## src/rtl/dm_arb_pkg.sv

```systemverilog
// Shared definitions for the data-memory port arbiter: FSM state,
// read-return ownership, and the byte-enable value used on reads/idle.
package dm_arb_pkg;

   typedef enum logic {
      ARB_A   = 1'b0,
      B_BURST = 1'b1
   } arb_state_t;

   typedef enum logic [1:0] {
      OWNER_NONE = 2'd0,
      OWNER_A    = 2'd1,
      OWNER_B    = 2'd2
   } rd_owner_t;

   localparam logic [3:0] DM_BE_NONE = 4'b0000;

endpackage

```

## src/rtl/arb_sat_counter.sv

```systemverilog
// Saturating up-counter with clear. Clear and increment in the same cycle
// restart the count at one, which lets a burst start on its first beat.
module arb_sat_counter #(
   parameter int WIDTH = 4,
   parameter int LIMIT = 4
) (
   input  logic clk,
   input  logic reset,
   input  logic inc,
   input  logic clr,
   output logic sat
);

   localparam logic [WIDTH-1:0] LIMIT_V = WIDTH'(LIMIT);

   logic [WIDTH-1:0] cnt;
   logic [WIDTH-1:0] base;

   // Starting point for this cycle's update: zero when clearing.
   always_comb begin
      base = clr ? '0 : cnt;
   end

   // Count register: add one on inc, never beyond LIMIT.
   always_ff @(posedge clk or negedge reset) begin
      if (!reset) begin
         cnt <= '0;
      end else if (inc && (base < LIMIT_V)) begin
         cnt <= base + WIDTH'(1);
      end else begin
         cnt <= base;
      end
   end

   assign sat = (cnt == LIMIT_V);

endmodule

```

## src/rtl/dm_port_arbiter.sv

```systemverilog
// Two-port arbiter in front of the single-port data memory. Port A (CPU MEM
// stage) has priority; port B gets a guaranteed slot after STARVE_LIMIT
// denied cycles and may hold the memory for locked bursts of up to
// BURST_MAX beats. Read data returns one cycle after the read grant.
module dm_port_arbiter
   import dm_arb_pkg::*;
#(
   parameter int AW           = 12,
   parameter int STARVE_LIMIT = 4,
   parameter int BURST_MAX    = 8
) (
   input  logic          clk,
   input  logic          reset,
   input  logic          a_req,
   input  logic          a_we,
   input  logic [3:0]    a_be,
   input  logic [AW-1:0] a_addr,
   input  logic [31:0]   a_wdata,
   output logic          a_gnt,
   output logic          a_rvalid,
   output logic [31:0]   a_rdata,
   input  logic          b_req,
   input  logic          b_we,
   input  logic [3:0]    b_be,
   input  logic [AW-1:0] b_addr,
   input  logic [31:0]   b_wdata,
   input  logic          b_lock,
   output logic          b_gnt,
   output logic          b_rvalid,
   output logic [31:0]   b_rdata,
   output logic          mem_en,
   output logic          mem_we,
   output logic [3:0]    mem_be,
   output logic [AW-1:0] mem_addr,
   output logic [31:0]   mem_wdata,
   input  logic [31:0]   mem_rdata,
   output logic          stall_mem
);

   arb_state_t state;
   rd_owner_t  rd_owner;

   logic starve_sat;
   logic beat_sat;
   logic burst_cont;
   logic burst_exit;
   logic arb_rules;
   logic b_eligible;

   // Counts consecutive cycles B waited; saturation forces a B slot.
   arb_sat_counter #(
      .WIDTH (4),
      .LIMIT (STARVE_LIMIT)
   ) u_starve_cnt (
      .clk   (clk),
      .reset (reset),
      .inc   (b_req & ~b_gnt),
      .clr   (b_gnt),
      .sat   (starve_sat)
   );

   // Counts beats of a locked B burst; held at zero outside bursts.
   arb_sat_counter #(
      .WIDTH (8),
      .LIMIT (BURST_MAX)
   ) u_beat_cnt (
      .clk   (clk),
      .reset (reset),
      .inc   (b_gnt & b_lock),
      .clr   (arb_rules),
      .sat   (beat_sat)
   );

   // Grant decision. A burst that just used its last beat may not be
   // re-granted in its exit cycle, so the others get a turn first.
   always_comb begin
      burst_cont = (state == B_BURST) & b_req & b_lock & ~beat_sat;
      burst_exit = (state == B_BURST) & ~burst_cont;
      arb_rules  = (state == ARB_A) | burst_exit;
      b_eligible = b_req & ~(burst_exit & beat_sat);
      a_gnt      = arb_rules & a_req & ~(starve_sat & b_eligible);
      b_gnt      = burst_cont | (arb_rules & b_eligible & ~a_gnt);
      stall_mem  = a_req & ~a_gnt;
   end

   // Memory-side mux from whichever port holds the grant this cycle.
   always_comb begin
      mem_en    = a_gnt | b_gnt;
      mem_we    = 1'b0;
      mem_be    = DM_BE_NONE;
      mem_addr  = '0;
      mem_wdata = '0;
      if (a_gnt) begin
         mem_we    = a_we;
         mem_be    = a_we ? a_be : DM_BE_NONE;
         mem_addr  = a_addr;
         mem_wdata = a_wdata;
      end else if (b_gnt) begin
         mem_we    = b_we;
         mem_be    = b_we ? b_be : DM_BE_NONE;
         mem_addr  = b_addr;
         mem_wdata = b_wdata;
      end
   end

   // Arbitration FSM: a locked B grant enters or continues a burst.
   always_ff @(posedge clk or negedge reset) begin
      if (!reset) begin
         state <= ARB_A;
      end else if (b_gnt && b_lock) begin
         state <= B_BURST;
      end else begin
         state <= ARB_A;
      end
   end

   // Remembers which port's read is in flight so the return is steered.
   always_ff @(posedge clk or negedge reset) begin
      if (!reset) begin
         rd_owner <= OWNER_NONE;
      end else if (a_gnt && !a_we) begin
         rd_owner <= OWNER_A;
      end else if (b_gnt && !b_we) begin
         rd_owner <= OWNER_B;
      end else begin
         rd_owner <= OWNER_NONE;
      end
   end

   assign a_rvalid = (rd_owner == OWNER_A);
   assign b_rvalid = (rd_owner == OWNER_B);
   assign a_rdata  = a_rvalid ? mem_rdata : 32'h0;
   assign b_rdata  = b_rvalid ? mem_rdata : 32'h0;

endmodule

```

## config.mk

```make
export PLATFORM = sky130hd
export DESIGN_NAME = dm_port_arbiter
export DESIGN_NICKNAME = d
export VERILOG_FILES = /design/src/rtl/dm_arb_pkg.sv /design/src/rtl/arb_sat_counter.sv /design/src/rtl/dm_port_arbiter.sv
export SDC_FILE = /design/constraint.sdc
export NUM_CORES = 1
export LEC_CHECK = 0
export BUFFER_PORTS_ARGS = -buffer_cell sky130_fd_sc_hd__buf_2
export CAP_MARGIN = 20
export CORE_AREA = 2 2 98 100
export DETAILED_ROUTE_END_ITERATION = 8
export DIE_AREA = 0 0 100 102
export GPL_TIMING_DRIVEN = 0
export SYNTH_ARGS = -nofsm -noshare
export SYNTH_HDL_FRONTEND = slang
export SYNTH_SLANG_ARGS = --single-unit
```

## constraint.sdc

```tcl
create_clock -name clk -period 2.1 [get_ports clk]
set_clock_uncertainty 0.1 [all_clocks]
set_input_delay 0.21 -clock clk [delete_from_list [all_inputs] [get_ports clk]]
set_output_delay 0.21 -clock clk [all_outputs]
set_load 0.005 [all_outputs]
```

==> summary.txt <==
Outcome: finished, violations left
Failing checks: setup timing
Slowest cell on crit path: or4b_4
Mapped Cells: 285
Ranking of synthesized cells by area: mux2i_1 22%, and2_1 21%, dfrtp_1 18%
Synth unique cells: 30
# port buffers: 253
GRT overflow: 0
Crit end category: output port
Critical Path RT: 1.79 ns
DRT Pass-1 Iters: 4
CP Launch Type: register
Die width: 100 um
Clock Latency Late Sink: 0.25 ns
Synth Register Bits: 15
Max-slew violation total from the final report: 0
Worst hold path class: in -> reg
Worst Max-Slew Pin Slew: 0.410 ns
Post-layout min period: 2.53 ns
Max_slew headroom: 72.6%
Worst-path clk slew: 0.06 ns
Starting Density: 23.0%
DRT Wirelength: 9180 um
Synth Cell Area: 0.00209 sq mm
Most used cell, CP: buf_12
Final #Nets: 713
Fin. Hold Viols: 0
# DRC: 0
Routed via count: 2934
Final core utilization: 44.8%
Ports: 254
Post-synth EDFFs: 0
Initial antenna violation count: 2
Post-synth top area cell: mux2i_1
CORE AREA: 0.00911 sq mm
GP Congestion: 0.824
RSZ-0062 raised after global routing: true
Area growth syn-to-layout: 95.0%
Most numerous cell in the Yosys netlist: and2_1
Routed len/inst: 13.3 um
Post-Syn Nets: 422
Via/cell ratio: 4.26
Synth async-reset ratio: 100%
Setup TNS: -18.56 ns
Total power: 1.44 mW
Critical path, cell by cell: or4b_4 > o211a_4 > buf_12 > buf_12 > buf_8 > a32o_2 > buf_6
Dpl ws: -0.224 ns
H-tree depth: 1
Max-cap viol count: 0
Clock sinks: 15
Critical Path AT: 2.22 ns
Total CTS buffers: 3
Cell Rows: 35
CP max FO: 6
Pwr/cell area: 354 mW/mm^2
Pin count of the biggest net entering global routing: 16
Static Leak: 2.60 nW
Number of global-route vias before repair: 2577
Final Setup Violations: 52
TritonCTS clock tree: yes
Yosys top cell area share: 21.5%
Die area: 0.0102 sq mm
CTS root buffer: clkbuf_8
Top FF cell, synth: dfrtp_1
Detailed Place HPWL: 7660 um
Global-route wire length before repair: 12500 um
Post-route ant nets: 0
FMAX: 0.395 GHz
Setup ws final: -0.429 ns
Avg Cell Area, Syn: 7.34 sq um
VDD IR-drop max: 156 uV
Slowest stage delay, CP: 0.55 ns
Tcrit/Tclk final: 120%
Crit path kind: reg -> out
Die height: 102 um
Most frequent cells after synthesis: 71 x and2_1, 48 x nand2_1, 46 x inv_1, 45 x mux2i_1, 15 x dfrtp_1
Clock Path Buffers: 2
Starting DRT DRC Count: 39
Gr usage total: 15.5%
Sequential share of the synthesized area: 18.0%
Ys Warns: 0
Share of layout cells above drive strength 1: 55.0%
# fillers: 916
## flip-flops by register name, summed over array words and instances, names as in the netlist
register          cells
rd_owner              2
state                 1
u_beat_cnt.cnt        8
u_starve_cnt.cnt      4
## timing repair
item	CTS	global route
pin swaps	8	14
gates cloned	0	4
buffers inserted	11	18
endpoints found under the setup margin	54	55
gates resized for setup	12	43
hold endpoints to repair	15	0
hold buffers	1	0
## power breakdown
part / leakage [nW] / internal, mW / switching, mW / total, mW
registers: 0.204 / 0.316 / 0.0203 / 0.337
logic: 2.37 / 0.514 / 0.357 / 0.872
clock network: 0.0228 / 0.135 / 0.100 / 0.235
## placed cells by master (no fill, tap or decap), types with 4 or more instances in the layout
cell type    n
nand2_1     48
buf_12       8
inv_1       46
buf_6       10
clkbuf_1     7
and2_1      69
nor2_1       4
mux2i_1     44
clkbuf_16    4
dfrtp_1     15
nor2b_1      6
buf_2      251
buf_4       19
## final timing paths
kind / start / endpoint / slack (ns) / depth (start not counted)
setup / recovery: u_starve_cnt.cnt[0]$_DFF_PN0_ / mem_be[1] / -0.43 / 7
hold / removal: b_we / rd_owner[1]$_DFF_PN0_ / 0.06 / 2
setup reg to reg: u_beat_cnt.cnt[2]$_DFF_PN0_ / u_beat_cnt.cnt[1]$_DFF_PN0_ / -0.07 / 8
hold reg to reg: u_beat_cnt.cnt[3]$_DFF_PN0_ / u_beat_cnt.cnt[3]$_DFF_PN0_ / 0.44 / 2
max in group asynchronous: reset / state$_DFF_PN0_ / 1.34 / 2
min in group asynchronous: reset / u_beat_cnt.cnt[5]$_DFF_PN0_ / 0.30 / 2
## per-stage QoR
step           hold WS (ns)  instances  area [sq um]
6_report             0.0591        688          4080
5_1_grt              0.0735        688          4080
4_1_cts              0.0444        665          3680
3_5_place_dp         0.0371        649          3500
3_3_place_gp         0.0300        649          3500
2_1_floorplan        -0.186        285          2090
## layout make-up
| cell class | count | area, sq um | share of cell area [%] |
|---|---|---|---|
| repair buffers | 286 | 1660 | 40.7 |
| multi-input cells | 206 | 1500 | 36.8 |
| flip-flops and latches | 15 | 375 | 9.21 |
| plain buffers | 18 | 181 | 4.45 |
| inverters | 46 | 173 | 4.23 |
| well taps | 111 | 139 | 3.41 |
| clock buffers | 4 | 45.0 | 1.10 |
| diodes | 2 | 5.00 | 0.123 |
## worst max-delay path, delay by kind of cell (launching register included)
family	cells	cell delay (ns)
simple gates	1	0.55
compound gates	2	0.53
buf+inv	4	0.50
flops	1	0.38
## cell families after synthesis
family / share of synthesized area, %
XOR/XNOR: 1.26
buffers and inverters: 13.6
adder cells (fa/ha/maj): 1.20
AO/OA/AOI/OAI: 7.12
flip-flops: 18.0
multiplexers: 22.1
AND/OR/NAND/NOR: 36.7
## layer usage
layer,share of wire (%),global-route usage [%],vias up
li1,-,-,1475
met1,36,15.8,1293
met2,54,31.5,158
met3,8.6,2.94,8
met4,1.4,5.16,0
met5,0,0,-
No activity file was read; power rests on OpenSTA's default activity.
